$ cat config.mk
export PLATFORM = sky130hd
export DESIGN_NAME = fpcvt_rr_sched
export DESIGN_NICKNAME = d
export VERILOG_FILES = /design/src/rtl/fpcvt_rr_sched.sv
export SDC_FILE = /design/constraint.sdc
export NUM_CORES = 1
export LEC_CHECK = 0
export BUFFER_PORTS_ARGS = -buffer_cell sky130_fd_sc_hd__buf_2
export CAP_MARGIN = 40
export CELL_PAD_IN_SITES_DETAIL_PLACEMENT = 0
export CELL_PAD_IN_SITES_GLOBAL_PLACEMENT = 2
export CORE_AREA = 3 3 129 81
export DETAILED_ROUTE_END_ITERATION = 10
export DIE_AREA = 0 0 132 84
export GPL_TIMING_DRIVEN = 0
export HOLD_SLACK_MARGIN = 0.1
export PLACE_DENSITY = 0.82
export SYNTH_ARGS = -nofsm -noshare
export SYNTH_HDL_FRONTEND = slang
export SYNTH_HIERARCHICAL = 1
export SYNTH_SLANG_ARGS = --single-unit
$ cat constraint.sdc
create_clock -name clk -period 7.98 [get_ports clk]
set_input_delay 0.399 -clock clk [delete_from_list [all_inputs] [get_ports clk]]
set_output_delay 0.399 -clock clk [all_outputs]
set_load 0.1 [all_outputs]
$ cat src/rtl/fpcvt_rr_sched.sv
// Round-robin scheduler sharing one combinational int13 -> (s,e3,f5) converter among N_REQ requesters.
// Optional full-scale result counter behind `FPCVT_RR_SAT_CNT_EN`.

module fpcvt (
  input  logic [12:0] d,
  output logic        s,
  output logic [2:0]  e,
  output logic [4:0]  f
);
  logic [11:0] mag, norm;
  logic [3:0]  lz;
  logic [5:0]  fr;

  always_comb begin
    s = d[12];
    // -4096 has no 12-bit magnitude; clamp it to the largest one
    if (d == 13'h1000)  mag = 12'hfff;
    else if (d[12])     mag = 12'(-d);
    else                mag = d[11:0];

    lz = 4'd12;
    for (int i = 0; i < 12; i++)
      if (mag[i]) lz = 4'(11 - i);

    norm = mag << lz;
    fr   = {1'b0, norm[11:7]} + {5'b0, norm[6]};

    if (lz >= 4'd7) begin
      e = 3'd0;
      f = mag[4:0];
    end else if (fr[5]) begin
      if (lz == 4'd0) begin
        e = 3'd7;
        f = 5'd31;
      end else begin
        e = 3'(4'd8 - lz);
        f = 5'd16;
      end
    end else begin
      e = 3'(4'd7 - lz);
      f = fr[4:0];
    end
  end
endmodule

module fpcvt_rr_sched #(
  parameter int N_REQ = 4,
  parameter int ID_W  = 2
) (
  input  logic                  clk,
  input  logic                  rst,
  input  logic [N_REQ-1:0]      req_valid,
  input  logic [13*N_REQ-1:0]   req_data,
  output logic [N_REQ-1:0]      req_ready,
  output logic                  rsp_valid,
  input  logic                  rsp_ready,
  output logic [ID_W-1:0]       rsp_id,
  output logic                  rsp_s,
  output logic [2:0]            rsp_e,
  output logic [4:0]            rsp_f
`ifdef FPCVT_RR_SAT_CNT_EN
  ,
  output logic [7:0]            sat_count
`endif
);
  typedef enum logic [1:0] {IDLE, CONV, HOLD} state_t;

  state_t                    state, state_nx;
  logic [ID_W-1:0]           ptr, id_q, winner, idx;
  logic [12:0]               d_q;
  logic                      found;
  logic [N_REQ-1:0][12:0]    req_vec;
  logic                      cv_s;
  logic [2:0]                cv_e;
  logic [4:0]                cv_f;

  assign req_vec = req_data;

  // Iterate from farthest to nearest so the nearest set bit after ptr wins
  always_comb begin
    found  = 1'b0;
    winner = ptr;
    idx    = '0;
    for (int k = N_REQ - 1; k >= 0; k--) begin
      idx = ptr + ID_W'(k + 1);
      if (req_valid[idx]) begin
        found  = 1'b1;
        winner = idx;
      end
    end
  end

  always_ff @(posedge clk or posedge rst)
    if (rst) state <= IDLE;
    else     state <= state_nx;

  always_comb begin
    state_nx  = state;
    req_ready = '0;
    rsp_valid = 1'b0;
    case (state)
      IDLE: if (found && !rst) begin
        req_ready = N_REQ'(1) << winner;
        state_nx  = CONV;
      end
      CONV: state_nx = HOLD;
      HOLD: begin
        rsp_valid = 1'b1;
        if (rsp_ready) state_nx = IDLE;
      end
      default: state_nx = IDLE;
    endcase
  end

  fpcvt u_cvt (.d(d_q), .s(cv_s), .e(cv_e), .f(cv_f));

  always_ff @(posedge clk or posedge rst) begin
    if (rst) begin
      ptr    <= ID_W'(N_REQ - 1);
      d_q    <= '0;
      id_q   <= '0;
      rsp_id <= '0;
      rsp_s  <= 1'b0;
      rsp_e  <= '0;
      rsp_f  <= '0;
    end else begin
      if (state == IDLE && found) begin
        ptr  <= winner;
        id_q <= winner;
        d_q  <= req_vec[winner];
      end
      if (state == CONV) begin
        rsp_id <= id_q;
        rsp_s  <= cv_s;
        rsp_e  <= cv_e;
        rsp_f  <= cv_f;
      end
    end
  end

`ifdef FPCVT_RR_SAT_CNT_EN
  always_ff @(posedge clk or posedge rst)
    if (rst)
      sat_count <= '0;
    else if (state == CONV && cv_e == 3'd7 && cv_f == 5'd31 && sat_count != 8'hff)
      sat_count <= sat_count + 8'd1;
`endif
endmodule
### Word-level counts from Yosys, hierarchy flattened

Cells that the tools add are included.

* bits in registers: 30

* add/subtract/negate cells: 7
* order comparisons: 6
* equality and inequality tests: 5
* shift-type cells: 2
* muxes and demuxes: 43
* reductions and logical operators: 6

Operators with widths (count)
* $mux W4: 11
* $bmux W13 S2: 1
* $mux W12: 2
* $mux W3: 7
* $lt A2 B3 Y1 const B: 5
* $eq A13 B13 Y1 const B: 1
* $mux W13: 1
* $neg A12 Y12: 1
* $shl A12 B4 Y12: 1
* $mux W2: 5
* $mux W5: 2
* $mux W1: 9
* $bmux W1 S2: 4
* $add A5 B1 Y6: 1
* $pmux W2 S3: 1
* $add A2 B2 Y2 const B: 2
* $ge A4 B3 Y1 const B: 1
* $logic_not A4 Y1: 1
* $ne A2 B2 Y1 const B: 2
* $shl A1 B2 Y4 const A: 1
* $sub A1 B3 Y3 const A: 1
* $sub A3 B3 Y3 const A: 1
* $add A2 B1 Y2 const B: 1
* $eq A2 B1 Y1 const B: 1
* other kinds (5): 6

### Logic depth before layout (Yosys ltp)

Gate-level depths: netlist of run 1.

* depth in word-level cells: 19
* depth in mapped cells: 20

### By module

Netlist of run 1, hierarchy kept.

Modules (own cells, without submodules)
* fpcvt_rr_sched: instances 1, cells an instance 170, area an instance 1813.0 um^2
* fpcvt: instances 1, cells an instance 196, area an instance 1460.2 um^2

### Least setup slack after synthesis of run 1

No wires, ideal clock.

* path type: register to output
* start: reg ptr[1]
* end: out req_ready[1]
* arrival: 4.136 ns
* data required time: 7.581 ns
* path slack: 3.445 ns
* stages on the path, launching flop included: 7
* path buffers: 2
* path through: dfstp_2 nand2_1 a21o_2 and3_1 buf_4 buf_6 nor4_1

* longest elaborated chain between the ends: 9
* elaborated cells on any way between the ends: 22

RTL lines
* start, declared: line 69 `logic [ID_W-1:0] ptr, id_q, winner, idx;`
* start signal, assigned: line 119 `ptr <= ID_W'(N_REQ - 1);`
* start signal, assigned: line 128 `ptr <= winner;`
* $add A2 B2 Y2 / $bmux W1 S2 (equally long branches): line 85, 86
* $bmux W1 S2 / $mux W1 (equally long branches): line 86 `if (req_valid[idx]) begin`
* $mux W1 (implied by the code): line 86
* $mux W2 / $mux W1 (equally long branches) (3 in series): line 86
* $shl A1 B2 Y4 / $logic_and A1 B1 Y1 (equally long branches): line 103, 102
* $mux W4 *: line 102 `IDLE: if (found && !rst) begin`
* $mux W4 *: line 101 `case (state)`
* end, declared: line 54 `output logic [N_REQ-1:0] req_ready,`

Every way passes the cells marked *; elsewhere a longest branch is shown, timed or not. The select of a mux whose other input is x is not followed.

### Final worst setup path of run 1

* start: reg d_q[0]
* end: reg rsp_f[4]

* longest elaborated chain between the ends: 19
* elaborated cells on any way between the ends: 21

RTL lines
* start, declared: line 70 `logic [12:0] d_q;`
* start signal, assigned: line 130 `d_q <= req_vec[winner];`
* $neg A12 Y12: line 18 `else if (d[12]) mag = 12'(-d);`
* $mux W12: line 18
* $mux W12 *: line 17 `if (d == 13'h1000) mag = 12'hfff;`
* $mux W3 (4 in series): line 23 `if (mag[i]) lz = 4'(11 - i);`
* $mux W4 (8 in series): line 23
* $shl A12 B4 Y12: line 25 `norm = mag << lz;`
* $add A5 B1 Y6: line 26 `fr = {1'b0, norm[11:7]} + {5'b0, norm[6]};`
* $mux W5: line 31 `end else if (fr[5]) begin`
* $mux W5 *: line 28 `if (lz >= 4'd7) begin`
* net cv_f[4]: line 75 `logic [4:0] cv_f;`
* end signal, assigned: line 136 `rsp_f <= cv_f;`
* end, declared: line 60 `output logic [4:0] rsp_f`

The timed path passes the listed nets; every way through them passes the cells marked *.
A chain may end at the register's enable or synchronous reset.

==> results_dict.tcl, run 1 <==
set metrics [dict create \
    status "complete, no violations" \
    cts_inserted_buffers 5 \
    utilization_pct 43.2 \
    area_growth_pct 21.8 \
    drt-initial-drc-count 222 \
    syn_area_um2 3270 \
    postRouteAntennaNets 0 \
    clkTransAtPathRegs_ps 50 \
    post_cts_resized 0 \
    final-instance-count-excl-fill 579 \
    final_common_cell "buf_2" \
    dpl.hpwl_mm 8.05 \
    rows 27 \
    die-area_um2 11100 \
    die_x_um 132 \
    placed_cells 571 \
    min_period_ps 4700 \
    worst_pin_slew_ps 893 \
    nFillCells 939 \
    clk_path_buf_depth 2 \
    synth.avg_cell_area_um2 8.94 \
    synth_edf_count 0 \
    avgViaCountPerCell 5.56 \
    insertedDiodeCount 0 \
    root_buffer "clkbuf_16" \
    clk_latency_ps 280 \
    ys_top_cells_by_area "dfrtp_1, a211oi_2, mux2_2" \
    ios 75 \
    final_net_count 512 \
    crit_top_cell "ha_1" \
    cts_tree "yes" \
    cts_num_sinks 30 \
    arrival_ps 4860 \
    clock_skew_ps 8.62 \
    crit_fanout 10 \
    hold_viol 0 \
    worstPathCellList "inv_1 -> ha_1 -> or3b_1 -> buf_2 -> nor4_4 -> o31ai_1 -> o21ai_0 -> nand2_1 -> and2_4 -> buf_12 -> mux2i_4 -> a21oi_1 -> o21ai_0 -> ha_1 -> ha_1 -> o2111ai_1 -> mux2_2 -> mux2_2" \
    hold_path.class "in2async" \
    multiInputGateArea_um2 2270 \
    max_slew_margin_pct 40.1 \
    wl_met2_mm 3.54 \
    timing.final.crit_share_pct 58.9 \
    wl_met3_um 740 \
    startpoint_type "flip-flop" \
    synth.top_cell.area_share_pct 21.4 \
    yosysUniqueCellTypes 90 \
    gr-total-overflow 0 \
    grt_pass1_vias 3075 \
    port_buffers 74 \
    slew_violations 0 \
    drc 0 \
    initial_core_util_pct 35.5 \
    max_stage_delay_ps 510 \
    yosys.area.top_type "dfrtp_1" \
    synthFlopType "dfrtp_1" \
    final_cell_mix "buf_2, nor2_1, dfrtp_1" \
    core-area_um2 9220 \
    grt_start_max_net_pins 22 \
    track_usage_pct 17.9 \
    async_flop_share_pct 100 \
    rsz0062_at_grt "no" \
    wl_per_cell_um 17.0 \
    die_height_um 84 \
    place_congestion 0.908 \
    required_ps 8140 \
    ys_ff_latch 30 \
    ys_seq_area_share_pct 23.0 \
    ctsHoldBuffers 0 \
    grt_first_pass_wirelength_mm 16.2 \
    finalSetupViolations 0 \
    syn-num-nets 430 \
    wl_met1_mm 5.54 \
    fin_setup_tns_ps 0 \
    post_cts_buffers 0 \
    top_layer "met4" \
    fmaxAchievable_mhz 213 \
    crit_slowest_cell "nor4_4" \
    vias 3218 \
    ys_warn_count 6 \
    drv_cap 0 \
    crit_path_end_kind "flip-flop" \
    dr.pass1.iters 5 \
    h-tree-depth 2 \
    critical_path_class "reg2reg" \
    synthCells 366 \
    grt_antenna_before_repair 0 \
    hold_slack_ps 158 \
    seq_area_um2 753 \
    drive_above_1_share_pct 39.6 \
    wirelength_mm 9.84 \
]
## cell type report
| class | instances | area share (%) |
|---|---|---|
| buffer | 19 | 3.96 |
| clock buffer | 6 | 3.49 |
| clock inverter | 2 | 0.314 |
| inverter | 24 | 2.39 |
| multi-input combinational | 293 | 56.9 |
| sequential | 30 | 18.9 |
| tap | 130 | 4.08 |
| timing repair buffer | 75 | 9.98 |
## logic make-up after synthesis
kind of cell               count (synthesis)  synth area share (%)
AOI/OAI and AO/OA                        132                  35.4
and+or+nand+nor                          123                  21.2
buffers and inverters                     43                  7.72
DFF                                       30                  23.0
muxes                                     27                  9.14
xor gates and xnor gates                   6                  1.61
adders and majority gates                  5                  1.91
## registers in the layout (all words and copies together) (netlist names)
register	count
rsp_id	2
rsp_s	1
rsp_e	3
state	2
id_q	2
d_q	13
ptr	2
rsp_f	5
## per-stage QoR
step	area [um^2]	setup WS, ps
after global placement	3810	3360
after floorplan	3270	3440
after CTS	3990	3350
after global routing	3990	2830
after detailed placement	3830	3370
final	3990	3280
## cells in the mapped netlist, types with 3 or more instances
cell / instances
nor2_1: 38
dfrtp_1: 28
a211oi_2: 25
inv_1: 23
nand2_1: 19
a31oi_1: 16
o21ai_0: 15
mux2_2: 13
mux2i_1: 13
a21oi_1: 10
a211oi_1: 8
nor3_1: 8
clkbuf_1: 6
nand2b_1: 6
nand3_1: 6
buf_6: 5
ha_1: 5
nor4_1: 5
a211o_1: 4
o211ai_1: 4
o21a_1: 4
o22ai_1: 4
and2_2: 3
and2b_2: 3
and3_1: 3
buf_2: 3
o21ai_1: 3
xnor2_1: 3
xor2_1: 3
## path summary, 6_finish.rpt
check	from	to	slack [ps]	depth (start not counted)
worst max-delay path	d_q[0]	rsp_f[4]	3280	18
min in group clk	rsp_ready	state[1]	310	2
worst min register to register	id_q[1]	id_q[1]	480	2
max in group asynchronous	rst	d_q[4]	7350	3
worst min-delay path	rst	id_q[1]	160	2
worst max register to register	d_q[0]	rsp_f[4]	3280	18
## metal layers
| metal | vias to the layer above | global-route usage, % |
|---|---|---|
| li1 | 1573 | - |
| met1 | 1529 | 30.4 |
| met2 | 114 | 21.9 |
| met3 | 2 | 4.76 |
| met4 | 0 | 2.10 |
| met5 | - | 0 |
## critical path: cells and delay by family (launching register included)
family          cells  cell delay [ps]
simple gates        4             1300
compound gates      5              940
mux                 3              760
fa+ha+maj           3              650
flops               1              470
buf+inv             3              460
Power of run 1 is not shown: default switching activity piles up to over one toggle a cycle in this logic, so the estimate is an artifact.
==> run 2, diff against run 1 <==
--- a/config.mk
+++ b/config.mk
@@ -9,12 +9,12 @@
 export CAP_MARGIN = 40
 export CELL_PAD_IN_SITES_DETAIL_PLACEMENT = 0
 export CELL_PAD_IN_SITES_GLOBAL_PLACEMENT = 2
-export CORE_AREA = 3 3 129 81
+export CORE_AREA = 3 3 133 84
 export DETAILED_ROUTE_END_ITERATION = 10
-export DIE_AREA = 0 0 132 84
+export DIE_AREA = 0 0 136 87
 export GPL_TIMING_DRIVEN = 0
 export HOLD_SLACK_MARGIN = 0.1
-export PLACE_DENSITY = 0.82
+export PLACE_DENSITY = 0.77
 export SYNTH_ARGS = -nofsm -noshare
 export SYNTH_HDL_FRONTEND = slang
 export SYNTH_HIERARCHICAL = 1
==> constraint.sdc (replaced) <==
create_clock -name clk -period 4.7 [get_ports clk]
set_input_delay 0.235 -clock clk [delete_from_list [all_inputs] [get_ports clk]]
set_output_delay 0.235 -clock clk [all_outputs]
set_load 0.1 [all_outputs]
==> run 2 against run 1 <==
Count of clock-buffer cells in the layout rose by 1. Flip-flop and latch count is the same. Setup slack lost 3100 ps. Core utilization decreased by 1.4 points. Global-route usage barely moved. Cell count up 2.6%. Critical path depth grew 2. Maximum frequency increased by 4.1%. First-iteration DRC count is 41% higher. Routed wire length grew 6.8%. Clock skew down 3.1 ps. Cell area is 3.8% higher.
==> results_dict.tcl, run 2 (synthesis gave the netlist of run 1 again) <==
set metrics [dict create \
    rr_worst_depth 20 \
    final_common_cell "buf_2" \
    reg2reg_slack_ps 180 \
    crit_path_end_kind "flip-flop" \
    arrival_ps 4680 \
    final_cell_mix "buf_2, nor2_1, a211oi_2, dfrtp_1, inv_1" \
    fin_ws_ps 185 \
    h-tree-depth 2 \
    crit_fanout 10 \
    regMostFlops "d_q" \
    grt_antenna_before_repair 0 \
    insertedDiodeCount 0 \
    cts_inserted_buffers 5 \
    place_congestion 0.892 \
    hold_viol 0 \
    utilization_pct 41.9 \
    critical_path_class "reg2reg" \
    top_regs "d_q x13, rsp_f x5, rsp_e x3" \
    cts_num_sinks 30 \
    required_ps 4860 \
    gr-total-overflow 0 \
    clk_latency_ps 280 \
    fmaxAchievable_mhz 221 \
    hold_path.class "in2reg" \
    initial_core_util_pct 33.1 \
    largest_reg_flops 13 \
    dr.pass1.iters 5 \
    port_buffers 74 \
    grt_pass1_vias 3102 \
    stdcell_area_um2 4140 \
    slew_violations 0 \
    grt_busiest_layer "met1" \
    startpoint_type "flip-flop" \
    ios 75 \
    track_usage_pct 17.9 \
    use_met1_pct 30.1 \
    clkTransAtPathRegs_ps 50 \
    rsz0062_at_grt "no" \
    min_period_ps 4520 \
    nFillCells 1050 \
    dp_slack_ps -26.8 \
    grt_start_max_net_pins 21 \
    dpl_cell_area_um2 3840 \
    timing.rr.start "d_q[0]" \
    core-area_um2 9880 \
    wirelength_mm 10.5 \
    dpl.hpwl_mm 8.48 \
    drt-initial-drc-count 313 \
    grt_first_pass_wirelength_mm 16.7 \
    wl_per_cell_um 17.7 \
    worst_pin_slew_ps 925 \
    grt_use_met3_pct 4.16 \
    clock_skew_ps 5.52 \
    drc 0 \
    critPathCapture "rsp_f[0]" \
    root_buffer "clkbuf_16" \
    finalSetupViolations 0 \
    status "complete, no violations" \
    avgViaCountPerCell 5.50 \
    max_slew_margin_pct 37.9 \
    area_growth_pct 26.3 \
    die_x_um 136 \
    clk_path_buf_depth 2 \
    rows 28 \
    cts_tree "yes" \
    die_height_um 87 \
    postRouteAntennaNets 0 \
    met2_usage_pct 22.4 \
    r2r_end "rsp_f[0]" \
    die-area_um2 11800 \
    drive_above_1_share_pct 42.5 \
    final_net_count 522 \
    timing.final.crit_share_pct 96.1 \
    cp-startpoint "d_q[0]" \
    vias 3266 \
    drv_cap 0 \
]
run 2: cell count changes in the layout (fill, tap and decap cells not counted), sizes merged:
cell and change:
buf +8, clkinv -1, dlygate4sd3 +1, clkbuf +2
bufinv +1, clkinvlp -1
run 2: layout make-up:
cell class / count / area, um^2 / area share [%]
sequential: 30 / 756 / 18.3
clock inverter: 1 / 30.0 / 0.726
buffer: 19 / 160 / 3.87
clock buffer: 7 / 143 / 3.45
multi-input combinational: 293 / 2310 / 55.9
timing repair buffer: 85 / 473 / 11.4
tap: 135 / 169 / 4.08
inverter: 24 / 95.1 / 2.30
run 2: worst min-delay path by stage:
stage              start  cells past startpoint  slack [ps]        to
2_1_floorplan        rst                      1         320    d_q[0]
3_3_place_gp   rsp_ready                      2         430  state[1]
3_5_place_dp         rst                      2         310  state[0]
4_1_cts        rsp_ready                      2         140  state[1]
5_1_grt        rsp_ready                      2         140  state[1]
6_report       rsp_ready                      2         140  state[1]
run 2: through the flow:
step | instances | hold WS (ps) | TNS, ps
2_1_floorplan | 366 | 317 | 0
3_3_place_gp | 575 | 426 | 0
3_5_place_dp | 577 | 312 | -65.2
4_1_cts | 587 | 136 | 0
5_1_grt | 594 | 145 | 0
6_report | 594 | 141 | 0
run 2: per-layer routing:
metal  part of all wire [%]  up-vias
met5                      0        -
met4                   0.44        0
met3                    7.1        5
met2                     37      108
met1                     56     1561
li1                       -     1592
run 2: repair_timing:
| action | CTS | global route |
|---|---|---|
| pin swaps | 1 | 5 |
| resized for setup | 1 | 15 |
| buffers inserted | 1 | 7 |
| setup endpoints to repair | 6 | 8 |
| endpoints found under the hold margin | 10 | 0 |
| hold buffers | 1 | 0 |
| gates cloned | 0 | 0 |
run 2: worst max-delay path: stages (launching register included):
cell,delay (ps)
dfrtp_2,420
inv_1,80
ha_2,200
or3b_1,340
clkbuf_4,200
or4_4,550
buf_6,160
nand2_4,100
o211ai_2,100
a211o_1,290
and2_4,180
buf_12,150
nor3_4,200
o21ai_0,130
o21ai_1,130
ha_2,230
o31ai_2,130
a211oi_2,220
buf_4,160
o221ai_1,120
mux2_2,290
Power of run 2 is left out for the same reason.
==> run 3, diff against run 2 <==
--- a/config.mk
+++ b/config.mk
@@ -5,13 +5,13 @@
 export SDC_FILE = /design/constraint.sdc
 export NUM_CORES = 1
 export LEC_CHECK = 0
-export BUFFER_PORTS_ARGS = -buffer_cell sky130_fd_sc_hd__buf_2
 export CAP_MARGIN = 40
 export CELL_PAD_IN_SITES_DETAIL_PLACEMENT = 0
 export CELL_PAD_IN_SITES_GLOBAL_PLACEMENT = 2
-export CORE_AREA = 3 3 133 84
+export CORE_AREA = 2 2 122 76
 export DETAILED_ROUTE_END_ITERATION = 10
-export DIE_AREA = 0 0 136 87
+export DIE_AREA = 0 0 124 78
+export DONT_BUFFER_PORTS = 1
 export GPL_TIMING_DRIVEN = 0
 export HOLD_SLACK_MARGIN = 0.1
 export PLACE_DENSITY = 0.77
==> run 3 against run 2 <==
Die area fell by 18%. Count of clock-buffer cells in the layout fell by 1. Cell count fell by 14%. Routed wire length fell by 12%. Clock skew fell by 1.3 ps. First-iteration DRC count fell by 14%. Worst hold slack improved by 76 ps. Flip-flop and latch count did not move. Critical path depth did not move. Cell area fell by 2.8%.
==> results_dict.tcl, run 3 (synthesis gave the netlist of run 1 again) <==
set metrics [dict create \
    fin_ws_ps 225 \
    initial_core_util_pct 38.7 \
    cp-startpoint "d_q[0]" \
    root_buffer "clkbuf_16" \
    dpl.hpwl_mm 7.45 \
    timing.final.crit_share_pct 95.2 \
    drt-initial-drc-count 268 \
    reg2reg_slack_ps 220 \
    dr.pass1.iters 5 \
    die_height_um 78 \
    crit_fanout 10 \
    crit_slowest_cell "or4_4" \
    avgViaCountPerCell 5.96 \
    status "complete, no violations" \
    die-area_um2 9670 \
    gr-total-overflow 0 \
    clk_path_buf_depth 2 \
    arrival_ps 4630 \
    max_slew_margin_pct 40.3 \
    hold_path.class "in2reg" \
    timing.rr.start "d_q[0]" \
    rows 26 \
    core-area_um2 8460 \
    grt_antenna_before_repair 0 \
    cts_inserted_buffers 5 \
    final_cell_mix "nor2_1, a211oi_2, dfrtp_1" \
    drc 0 \
    final_net_count 459 \
    cts_num_sinks 30 \
    drive_above_1_share_pct 34.1 \
    clock_skew_ps 4.22 \
    place_congestion 0.865 \
    cts_tree "yes" \
    fin_setup_tns_ps 0 \
    required_ps 4860 \
    h-tree-depth 2 \
    largest_reg_flops 13 \
    startpoint_type "flip-flop" \
    area_growth_pct 22.8 \
    regMostFlops "d_q" \
    clk_latency_ps 270 \
    grt_first_pass_wirelength_mm 14.9 \
    fmaxAchievable_mhz 223 \
    dp_slack_ps 47.6 \
    wirelength_mm 9.22 \
    clkTransAtPathRegs_ps 50 \
    rr_worst_depth 20 \
    drv_cap 0 \
    worstPathCellList "inv_1 -> ha_2 -> or3b_1 -> buf_4 -> or4_4 -> buf_6 -> nand2_4 -> o211ai_2 -> a211o_1 -> and2_4 -> buf_12 -> nor3_4 -> o21ai_0 -> o21ai_1 -> ha_2 -> o31ai_2 -> a211oi_2 -> buf_4 -> o221ai_1 -> mux2_2" \
    critPathCapture "rsp_f[0]" \
    critical_path_class "reg2reg" \
    grt_pass1_vias 2751 \
    hold_viol 0 \
    wl_per_cell_um 18.1 \
    vias 3027 \
    top_regs "d_q x13, rsp_f x5, rsp_e x3" \
    final_common_cell "nor2_1" \
    ios 75 \
    crit_path_end_kind "flip-flop" \
    r2r_end "rsp_f[0]" \
    postRouteAntennaNets 0 \
    worst_pin_slew_ps 896 \
    port_buffers 0 \
    track_usage_pct 19.7 \
    max_stage_delay_ps 530 \
    min_period_ps 4480 \
    grt_start_max_net_pins 18 \
    finalSetupViolations 0 \
    insertedDiodeCount 0 \
    die_x_um 124 \
    slew_violations 0 \
]
-- run 3: cell count changes in the layout (fill, tap and decap cells not counted), sizes merged --
cell and delta:
buf -63, clkbuf -2, bufinv +1, dlygate4sd3 +1
-- run 3: timing repair --
action | 4_1_cts | 5_1_grt
endpoints found under the setup margin | 0 | 8
gates resized for setup | 0 | 17
endpoints found under the hold margin | 15 | 0
setup buffers | 0 | 8
hold buffers | 2 | 0
-- run 3: how the worst min path moves through the flow --
stage,start,endpoint,cells past startpoint
2_1_floorplan,rst,d_q[0],1
3_3_place_gp,rst,state[0],1
3_5_place_dp,rst,d_q[12],1
4_1_cts,req_data[23],d_q[10],2
5_1_grt,req_data[29],d_q[3],2
6_report,req_data[23],d_q[10],2
-- run 3: worst max-delay path: cells and delay by family, from the launching register on --
kind,cells,cell delay (ps)
and+or+nand+nor,5,1360
AOI/OAI and AO/OA,7,1130
buffers and inverters,5,730
adders and majority gates,2,430
DFF,1,420
muxes,1,290
-- run 3: metrics by stage --
| step | instance area, um^2 | hold WS (ps) | cells | utilization (%) |
|---|---|---|---|---|
| after floorplan | 3270 | 317 | 366 | - |
| after global placement | 3410 | 335 | 478 | 40.4 |
| after detailed placement | 3660 | 234 | 489 | 43.2 |
| after CTS | 3870 | 220 | 499 | 45.8 |
| after global routing | 4020 | 231 | 508 | 47.5 |
| final | 4020 | 217 | 508 | 47.5 |
-- run 3: per-layer routing --
layer	track usage (%)	part of all wire (%)
met1	32.7	53
met4	1.01	0
met5	0	0
met3	5.81	8.9
met2	25.0	38
-- run 3: area by class of cell --
class                      instances  area, um^2
fill                             828        4440
buffer                            19         160
multi-input combinational        293        2330
clock buffer                       6         139
timing repair buffer              22         338
clock inverter                     2        60.1
tap                              112         140
inverter                          24        95.1
sequential                        30         756
Power of run 3 is left out for the same reason.
